### config.mk
export PLATFORM = sky130hd
export DESIGN_NAME = sprite_engine_flat
export DESIGN_NICKNAME = d
export VERILOG_FILES = /design/src/rtl/sprite_engine_if.sv /design/src/rtl/sprite_engine.sv /design/src/flat_wrapper.sv
export SDC_FILE = /design/constraint.sdc
export NUM_CORES = 1
export LEC_CHECK = 0
export BUFFER_PORTS_ARGS = -buffer_cell sky130_fd_sc_hd__clkbuf_2
export CAP_MARGIN = 20
export CELL_PAD_IN_SITES_DETAIL_PLACEMENT = 0
export CELL_PAD_IN_SITES_GLOBAL_PLACEMENT = 1
export CORE_MARGIN = 5
export CORE_UTILIZATION = 30
export CTS_CLUSTER_SIZE = 28
export DETAILED_ROUTE_END_ITERATION = 16
export GPL_TIMING_DRIVEN = 0
export PLACE_DENSITY = 0.54
export SLEW_MARGIN = 5
export SYNTH_ARGS = -nofsm -noshare
export SYNTH_HDL_FRONTEND = slang
export SYNTH_SLANG_ARGS = --single-unit
### constraint.sdc
create_clock -name clk -period 33 [get_ports clk]
set_clock_uncertainty 0.05 [all_clocks]
set_input_delay 6.6 -clock clk [delete_from_list [all_inputs] [get_ports clk]]
set_output_delay 6.6 -clock clk [all_outputs]
set_load 0.02 [all_outputs]
### src/rtl/sprite_engine_if.sv
// Register-write and sprite-memory read bus between the CPU/VGA bridge and the sprite engine.
// The bridge side (master) issues register writes and returns memory data; the engine (slave) issues reads.
interface sprite_engine_if #(
  parameter int REG_AW = 7,
  parameter int MEM_AW = 9
);
  logic              reg_wr;
  logic [REG_AW-1:0] reg_addr;
  logic [15:0]       reg_wdata;
  logic              mem_rd;
  logic [MEM_AW-1:0] mem_addr;
  logic [15:0]       mem_rdata;

  modport master (output reg_wr, reg_addr, reg_wdata, mem_rdata,
                  input  mem_rd, mem_addr);
  modport slave  (input  reg_wr, reg_addr, reg_wdata, mem_rdata,
                  output mem_rd, mem_addr);
endinterface

### src/rtl/sprite_engine.sv
// Multi-sprite line engine: per-line row prefetch into double buffers, fixed-priority
// compositing to 4:4:4 RGB, and sticky collision flags.
module sprite_engine #(
  parameter int          NUM_SPRITES = 5,
  parameter int          MEM_AW      = 9,
  parameter int          REG_AW      = 7,
  parameter logic [11:0] BG_COLOR    = 12'h000
) (
  input  logic                   clk,
  input  logic                   rst,
  sprite_engine_if.slave         bus,
  input  logic                   linebegin_i,
  input  logic [10:0]            fetch_line_i,
  input  logic [11:0]            h_addr_i,
  input  logic                   on_screen_i,
  output logic [3:0]             vga_r_o,
  output logic [3:0]             vga_g_o,
  output logic [3:0]             vga_b_o,
  output logic [NUM_SPRITES-1:0] coll_flags_o,
  output logic                   fetch_busy_o,
  output logic                   fetch_overrun_o
);
  localparam int IW = (NUM_SPRITES > 1) ? $clog2(NUM_SPRITES) : 1;

  typedef enum logic [1:0] {IDLE, CHECK, WAIT} state_t;

  logic [11:0]       x_q     [NUM_SPRITES];
  logic [10:0]       y_q     [NUM_SPRITES];
  logic [MEM_AW-1:0] base_q  [NUM_SPRITES];
  logic [11:0]       color_q [NUM_SPRITES];
  logic [1:0]        scale_q [NUM_SPRITES];
  logic [NUM_SPRITES-1:0] en_q;

  logic [15:0] pend_q [NUM_SPRITES];
  logic [15:0] act_q  [NUM_SPRITES];

  state_t      state_q;
  logic [IW-1:0] idx_q;
  logic [10:0] line_q;
  logic        ovr_q;

  logic [11:0]            rgb_q, rgb_d;
  logic [NUM_SPRITES-1:0] coll_q, coll_d;

  logic clr_coll;
  logic unused_wdata;
  assign clr_coll     = bus.reg_wr && (bus.reg_addr == REG_AW'(4 * NUM_SPRITES));
  assign unused_wdata = bus.reg_wdata[1];

  always_ff @(posedge clk or posedge rst) begin
    if (rst) begin
      for (int i = 0; i < NUM_SPRITES; i++) begin
        x_q[i]     <= '0;
        y_q[i]     <= '0;
        base_q[i]  <= '0;
        color_q[i] <= '0;
        scale_q[i] <= '0;
      end
      en_q <= '0;
    end else if (bus.reg_wr) begin
      for (int i = 0; i < NUM_SPRITES; i++) begin
        if (bus.reg_addr[REG_AW-1:2] == (REG_AW-2)'(i)) begin
          case (bus.reg_addr[1:0])
            2'd0: x_q[i]    <= bus.reg_wdata[11:0];
            2'd1: y_q[i]    <= bus.reg_wdata[10:0];
            2'd2: base_q[i] <= bus.reg_wdata[MEM_AW-1:0];
            default: begin
              color_q[i] <= bus.reg_wdata[15:4];
              scale_q[i] <= bus.reg_wdata[3:2];
              en_q[i]    <= bus.reg_wdata[0];
            end
          endcase
        end
      end
    end
  end

  // Column hit test: offset from X, scaled down to a bit column (bit 15 = leftmost pixel).
  logic [NUM_SPRITES-1:0] hit;
  logic [12:0] cdiff  [NUM_SPRITES];
  logic [11:0] cwidth [NUM_SPRITES];
  logic [3:0]  ccol   [NUM_SPRITES];
  logic [11:0] pix;

  always_comb begin
    hit = '0;
    for (int i = 0; i < NUM_SPRITES; i++) begin
      cdiff[i]  = {1'b0, h_addr_i} - {1'b0, x_q[i]};
      cwidth[i] = 12'd16 << scale_q[i];
      ccol[i]   = 4'(cdiff[i][11:0] >> scale_q[i]);
      hit[i]    = en_q[i] && !cdiff[i][12] && (cdiff[i][11:0] < cwidth[i])
                  && act_q[i][4'd15 - ccol[i]];
    end
  end

  always_comb begin
    pix = BG_COLOR;
    for (int i = NUM_SPRITES - 1; i >= 0; i--) begin
      if (hit[i]) pix = color_q[i];
    end
    rgb_d  = on_screen_i ? pix : 12'h000;
    coll_d = clr_coll ? '0 : coll_q;
    // A fresh overlap beats a same-cycle clear.
    if (on_screen_i && |(hit & (hit - NUM_SPRITES'(1)))) coll_d = coll_d | hit;
  end

  always_ff @(posedge clk or posedge rst) begin
    if (rst) begin
      rgb_q  <= '0;
      coll_q <= '0;
    end else begin
      rgb_q  <= rgb_d;
      coll_q <= coll_d;
    end
  end

  logic [11:0] ddiff, dwidth;
  logic [3:0]  drow;
  logic        fetch_go, last;

  always_comb begin
    ddiff    = {1'b0, line_q} - {1'b0, y_q[idx_q]};
    dwidth   = 12'd16 << scale_q[idx_q];
    drow     = 4'(ddiff >> scale_q[idx_q]);
    fetch_go = (state_q == CHECK) && en_q[idx_q] && !ddiff[11] && (ddiff < dwidth);
    last     = (idx_q == IW'(NUM_SPRITES - 1));
  end

  // Read strobe is decoded from CHECK so the data lands exactly in the following WAIT cycle.
  assign bus.mem_rd   = fetch_go;
  assign bus.mem_addr = base_q[idx_q] + MEM_AW'(drow);

  always_ff @(posedge clk or posedge rst) begin
    if (rst) begin
      state_q <= IDLE;
      idx_q   <= '0;
      line_q  <= '0;
      ovr_q   <= 1'b0;
      for (int i = 0; i < NUM_SPRITES; i++) begin
        pend_q[i] <= '0;
        act_q[i]  <= '0;
      end
    end else if (linebegin_i) begin
      for (int i = 0; i < NUM_SPRITES; i++) begin
        act_q[i]  <= pend_q[i];
        pend_q[i] <= '0;
      end
      line_q  <= fetch_line_i;
      idx_q   <= '0;
      state_q <= CHECK;
      if (state_q != IDLE) ovr_q <= 1'b1;
    end else begin
      case (state_q)
        CHECK: begin
          if (fetch_go)  state_q <= WAIT;
          else if (last) state_q <= IDLE;
          else           idx_q   <= idx_q + IW'(1);
        end
        WAIT: begin
          pend_q[idx_q] <= bus.mem_rdata;
          if (last) state_q <= IDLE;
          else begin
            idx_q   <= idx_q + IW'(1);
            state_q <= CHECK;
          end
        end
        default: ;
      endcase
    end
  end

  assign vga_r_o         = rgb_q[11:8];
  assign vga_g_o         = rgb_q[7:4];
  assign vga_b_o         = rgb_q[3:0];
  assign coll_flags_o    = coll_q;
  assign fetch_busy_o    = (state_q != IDLE);
  assign fetch_overrun_o = ovr_q;
endmodule

### src/flat_wrapper.sv
// flat-port wrapper written by rule: the top's interface ports become plain ports
module sprite_engine_flat 
#(
  parameter int          NUM_SPRITES = 5,
  parameter int          MEM_AW      = 9,
  parameter int          REG_AW      = 7,
  parameter logic [11:0] BG_COLOR    = 12'h000
)
  (clk, rst, linebegin_i, fetch_line_i, h_addr_i, on_screen_i, vga_r_o, vga_g_o, vga_b_o, coll_flags_o, fetch_busy_o, fetch_overrun_o, bus_reg_wr, bus_reg_addr, bus_reg_wdata, bus_mem_rdata, bus_mem_rd, bus_mem_addr);
  sprite_engine_if #(.REG_AW(REG_AW), .MEM_AW(MEM_AW)) bus_i ();
  input  logic clk;
  input  logic rst;
  input  logic linebegin_i;
  input  logic [10:0] fetch_line_i;
  input  logic [11:0] h_addr_i;
  input  logic on_screen_i;
  output logic [3:0] vga_r_o;
  output logic [3:0] vga_g_o;
  output logic [3:0] vga_b_o;
  output logic [NUM_SPRITES-1:0] coll_flags_o;
  output logic fetch_busy_o;
  output logic fetch_overrun_o;
  input wire logic [$bits(bus_i.reg_wr)-1:0] bus_reg_wr;
  input wire logic [$bits(bus_i.reg_addr)-1:0] bus_reg_addr;
  input wire logic [$bits(bus_i.reg_wdata)-1:0] bus_reg_wdata;
  input wire logic [$bits(bus_i.mem_rdata)-1:0] bus_mem_rdata;
  output wire logic [$bits(bus_i.mem_rd)-1:0] bus_mem_rd;
  output wire logic [$bits(bus_i.mem_addr)-1:0] bus_mem_addr;
  assign bus_i.reg_wr = bus_reg_wr;
  assign bus_i.reg_addr = bus_reg_addr;
  assign bus_i.reg_wdata = bus_reg_wdata;
  assign bus_i.mem_rdata = bus_mem_rdata;
  assign bus_mem_rd = bus_i.mem_rd;
  assign bus_mem_addr = bus_i.mem_addr;
  sprite_engine #(.NUM_SPRITES(NUM_SPRITES), .MEM_AW(MEM_AW), .REG_AW(REG_AW), .BG_COLOR(BG_COLOR)) u_core (.clk(clk), .rst(rst), .bus(bus_i), .linebegin_i(linebegin_i), .fetch_line_i(fetch_line_i), .h_addr_i(h_addr_i), .on_screen_i(on_screen_i), .vga_r_o(vga_r_o), .vga_g_o(vga_g_o), .vga_b_o(vga_b_o), .coll_flags_o(coll_flags_o), .fetch_busy_o(fetch_busy_o), .fetch_overrun_o(fetch_overrun_o));
endmodule
# Word level (Yosys, flattened, before mapping)
# Cells that the tools add are included.
dict set report word_totals {
  inputBits 67
  ff_bits 429
}
dict set report classes {
  reduce_logical 57
  n_lt_le_gt_ge 14
  muxes 43
  shifts 12
  addsub 14
  bitwise 4
  eq_ne 12
}
# op n
set op_table {}
lappend op_table {{80-bit 2-to-1 mux} 2}
lappend op_table {{80-bit bitwise mux} 1}
lappend op_table {{12-bit < comparator} 6}
lappend op_table {{12-bit 2-to-1 mux} 6}
lappend op_table {{5-bit by 2-bit << shifter with 12-bit output, first input constant} 6}
lappend op_table {{12-bit by 2-bit right shift with 4-bit output} 6}
lappend op_table {{12-bit by 12-bit subtractor with 13-bit output} 5}
lappend op_table {{3-bit AND reduction} 20}
lappend op_table {{16-bit demux with 3-bit select} 1}
lappend op_table {{11-bit binary-select mux with 3-bit select} 1}
lappend op_table {{9-bit binary-select mux with 3-bit select} 1}
lappend op_table {{4-bit by 5-bit < comparator with 1-bit output, second input constant} 5}
lappend op_table {{11-bit 2-to-1 mux} 2}
lappend op_table {{1-bit logical AND} 21}
lappend op_table {{1-bit binary-select mux with 4-bit select} 5}
lappend op_table {{4-bit subtractor, first input constant} 5}
lappend op_table {{9-bit 2-to-1 mux} 2}
lappend op_table {{16-bit 2-to-1 mux} 1}
lappend op_table {{11-bit by 11-bit subtractor with 12-bit output} 1}
lappend op_table {{5-bit by 2-bit == test with 1-bit output, second input constant} 2}
lappend op_table {{2-bit 2-to-1 mux} 5}
lappend op_table {{5-bit 2-to-1 mux} 2}
lappend op_table {{9-bit by 4-bit adder with 9-bit output} 1}
lappend op_table {{3-bit 2-to-1 mux} 3}
lappend op_table {{other kinds (30)} 46}

# Longest topological paths before layout
dict set report depth {
  ltp_word 12
  depth_mapped 24
  mapped_depth_nobuf 21
}

# Worst setup path after synthesis
# OpenSTA, ideal clock, no wires.
dict set report synth_path {
  path_kind {register to output}
  start {reg u_core.idx_q[0]}
  end {out bus_mem_addr[7]}
  arrival_ps 5116
  slack_ps 21234
  path_stages_with_launch 24
  n_path_buf 3
  required_ps 26350
  cell_sequence {dfrtp_1 buf_1 buf_1 clkbuf_1 mux2i_1 nor2_1 a21oi_1 o22ai_1 ha_1 inv_1 fa_1 a21o_1 a21oi_1 o21bai_1 a21oi_1 xnor2_1 nor2b_1 a211oi_1 a21oi_1 ha_1 nor2b_1 o21ai_0 nor3_1 xnor2_1}
}
dict set report synth_between {
  elab_chain_cells 7
  word_cells_on_any_way 13
  cone_classes {2 x add/sub; 1 x shift; 9 x mux; 1 x bitwise}
}
# item line
set synth_rtl {}
lappend synth_rtl {{start: declaration} sprite_engine.sv:38} ;# logic [IW-1:0] idx_q;
lappend synth_rtl {{start signal: assignment} sprite_engine.sv:157} ;# else idx_q <= idx_q + IW'(1);
lappend synth_rtl {{start signal: assignment} sprite_engine.sv:163} ;# idx_q <= idx_q + IW'(1);
lappend synth_rtl {{3-bit inverter with 4-bit output (implied by the code) *} {sprite_engine.sv:122, sprite_engine.sv:124, sprite_engine.sv:131}}
lappend synth_rtl {{11-bit binary-select mux with 3-bit select} sprite_engine.sv:122} ;# ddiff = {1'b0, line_q} - {1'b0, y_q[idx_q]};
lappend synth_rtl {{11-bit 2-to-1 mux (implied by the code) (2 in series)} sprite_engine.sv:122}
lappend synth_rtl {{11-bit by 11-bit subtractor with 12-bit output} sprite_engine.sv:122}
lappend synth_rtl {{12-bit by 2-bit right shift with 4-bit output} sprite_engine.sv:124} ;# drow = 4'(ddiff >> scale_q[idx_q]);
lappend synth_rtl {{9-bit by 4-bit adder with 9-bit output *} sprite_engine.sv:131} ;# assign bus.mem_addr = base_q[idx_q] + MEM_AW'(drow);
lappend synth_rtl {{end: declaration} flat_wrapper.sv:28} ;# output wire logic [$bits(bus_i.mem_addr)-1:0] bus_mem_addr;
# Mark *: on every way between the ends. The rest lies on a longest branch, timed or not. The select of a mux whose other input is x is not followed.

# Worst setup path after layout
dict set report layout_path {
  start {reg u_core.idx_q[0]}
  end {out bus_mem_addr[8]}
}
# The elaborated chain is that of the path after synthesis.

==> run metrics <==
RePlAce Congestion 0.821; Tmin final about 15000 ps; number of max-cap violations 0; post-DP HPWL 55800 um; Layout Nets 2542; multi-input logic area 0.0119 mm2; part of the power in registers 36.2%; later-pin clock latency in the skew report 600 ps; Synth area leader dfrtp_1; Final Hold Fails 0; pin count of the biggest net entering global routing 124; number of synthesized flops with an enable pin 0; synth top area cells dfrtp_1 (46%), mux2_2 (14%), ha_1 (5.4%); Hold EP u_core.coll_flags_o[0]$_DFF_PP0_; area delta synth->final 14.7%; initial core utilization 30.3%; GR peak layer met2; Final TNS setup 0 ps; sw frac 33.6%; GRT Total Usage 17.7%; first-pass iteration count of the detailed router 5; vias in the first global route 17.7k; top_reg_cell synth dfrtp_1; Power per Cell Area 58.5 mW/mm2; final slew viol count 0; share of post-route cells with drive strength above 1 between 20 and 25%; Final Setup Violations 0; slew margin rel. 26.3%; DRT Wirelength 76100 um; wire length per cell 22.1 um; status finished clean; CTS tree built; Synth top area share 45.6%; Final period util 44.5%; reg2reg start u_core.idx_q[0]$_DFFE_PP0P_; TritonCTS buffer count roughly 50; Worst Path Required roughly 26000 ps; NetSw 532 uW; synthesized area per cell 10.6 um2; met3 usage under 10%; DP Area 0.0254 mm2; Clock power frac a little over a third; Hold Startpoint u_core.coll_flags_o[0]$_DFF_PP0_; Slowest-stage cell, CP buf_1; area of the die between 0.08 and 0.09 mm2; fillers a little under 8k; kind of critical path flip-flop to output port; Critical Path Source Type flip-flop; Tightest Pin Transition about 1100 ps; clock tree root driver cell clkbuf_16; number of cells on the worst hold path 2; RSZ-0062 raised after global routing false; Fmax achieved 0.0682 GHz; Clock Tree Buf Depth 3; initial antenna violation count 4; cts hold-fix bufs 0; Worst setup EP type output port; setup slack, reg-to-reg 25100 ps; Iter 0 DRT Violations 920; htree depth 2; Core Box Area about 0.078 mm2; worst-path cell chain buf_1 > buf_1 > clkbuf_1 > mux2i_1 > nor2_1 > a21oi_1 > o22ai_1 > ha_1 > inv_1 > fa_1 > a21o_1 > a21oi_1 > xnor2_1 > mux2i_1 > mux2i_1 > inv_1 > fa_1 > nor2b_1 > o21ai_0 > nand2b_1 > nand3_1 > nor3_1 > xnor2_1 > clkbuf_2; DRC 0; CTS clk-pin slew, worst paths 60 ps; Async SR Flop Fraction 100%; final instance area ~0.027 mm2; worst hold path class flip-flop to flip-flop; DR vias/cell approximately 5.1; IO Pins 96; Syn Nets 2403; Pint between 1 and 1.5 mW; GR Layer Usage met1 25.2%; post-synthesis sequential area ratio 45.6%; combinational share of power between 20 and 30%; setup bufs post-CTS 0; reg2reg end u_core.idx_q[1]$_DFFE_PP0P_; post-synth cell types 97; Crit Path Max Fanout 10; Die Ht approximately 290 um; P_leak about 12 nW; Crit path top cell by count mux2i_1; #FFs+latches synth 429; Reg2Reg Depth 20; storage element area about 0.011 mm2; die width a little under 300 um; I/O Buffers between 80 and 90; Synth Instances 2228; grt met2 use 28.2%; synthesized area 0.0236 mm2; first-pass GRT wire length 116000 um; via count 17.5k; # clock sinks around 430; yosys warns 0; Core Rows 102; CP Data Arrival Time 8020 ps; crit-path max cell delay 820 ps; Max VDD drop 0.0336 mV; post_cts resized 0; Overflow after GRT 0; Antenna Nets Post-Route 0
-- registers in the layout (all words and copies together) (netlist names), 2 cells and up --
signal               count
u_core.act_q            80
u_core.rgb_q            12
u_core.x_q              60
u_core.coll_flags_o      5
u_core.color_q          60
u_core.scale_q          10
u_core.state_q           2
u_core.line_q           11
u_core.base_q           45
u_core.en_q              5
u_core.y_q              55
u_core.idx_q             3
u_core.pend_q           80
-- cell usage in the layout (no fill, tap or decap), drive strengths merged, types with 16 or more instances in the layout --
cell type,n
nor2,105
buf,35
o21a,22
mux2,286
a211oi,34
nor2b,16
xor2,17
nor3,16
dfrtp,429
inv,105
mux4,16
xnor2,24
ha,101
nand2b,29
a21oi,164
nand2,274
clkbuf,256
mux2i,63
nand3,22
o21ai,102
a22oi,17
a21o,25
or2,18
-- layout make-up --
type,instances,area share [%]
repair buffers,86,1.93
flip-flops and latches,429,39.7
plain buffers,128,1.96
diodes,1,0.00926
clock buffers,77,5.61
multi-input cells,1567,44.1
inverters,104,1.47
well taps,1040,4.82
clock inverters,13,0.421
-- stage by stage --
stage                     setup slack, ps  utilization (%)  total power, mW  hold WS [ps]  std cells
after CTS                           18330             34.8             1.60           419       3444
after floorplan                     14400                -            0.893           400       2228
after global placement               9180             32.5             1.03           391       3350
final                               18330             34.8             1.58           412       3445
after global routing                17720             34.8             1.67           449       3445
after detailed placement            19020             32.7             1.04           407       3354
-- kinds of logic after synthesis --
| kind of cell | synth area share [%] |
|---|---|
| simple gates | 10.9 |
| xor+xnor | 1.52 |
| mux | 17.9 |
| flops | 45.6 |
| compound gates | 14.2 |
| fa+ha+maj | 5.96 |
| buf+inv | 3.90 |
-- per-layer routing --
metal / vias up / wire length [um]
met5: - / 0
met1: 8772 / 36600
met4: 0 / 2060
li1: 8269 / -
met3: 97 / 2880
met2: 321 / 34600
-- worst max path at each step --
stage                                         to                   startpoint  slack (ps)  cells past startpoint
global placement    u_core.pend_q[4]$_DFFE_PP0P_                          rst        9180                      2
global route                     bus_mem_addr[8]  u_core.idx_q[0]$_DFFE_PP0P_       17720                     24
floorplan            u_core.act_q[0]$_DFFE_PP0P_                          rst       14400                      1
CTS                              bus_mem_addr[8]  u_core.idx_q[0]$_DFFE_PP0P_       18330                     24
finish                           bus_mem_addr[8]  u_core.idx_q[0]$_DFFE_PP0P_       18330                     24
detailed placement               bus_mem_addr[8]  u_core.idx_q[0]$_DFFE_PP0P_       19020                     24
-- synth_stat cells (24+ instances only) --
library cell / number
clkbuf_1: 96
o21ai_0: 91
xnor2_1: 24
a21oi_1: 163
a21o_1: 25
mux2_2: 285
nand2_1: 274
ha_1: 101
dfrtp_1: 429
mux2i_1: 63
nand2b_1: 29
a211oi_1: 28
nor2_1: 105
inv_1: 103
-- power by group through the flow --
stage	Combinational (mW)	Sequential, mW	Clock, mW
CTS	0.458	0.572	0.572
detailed placement	0.454	0.581	0
floorplan	0.317	0.576	0
global placement	0.451	0.581	0
finish	0.456	0.572	0.553
global route	0.504	0.575	0.593
-- worst max-delay path: cells and delay by family (launching register included) --
kind / cells / cell delay (ps)
AOI/OAI and AO/OA: 5 / 1090
xor gates and xnor gates: 2 / 370
adders and majority gates: 3 / 1200
buffers and inverters: 6 / 2740
DFF: 1 / 540
muxes: 3 / 700
and+or+nand+nor: 5 / 770
(Power assumes the default switching activity.)
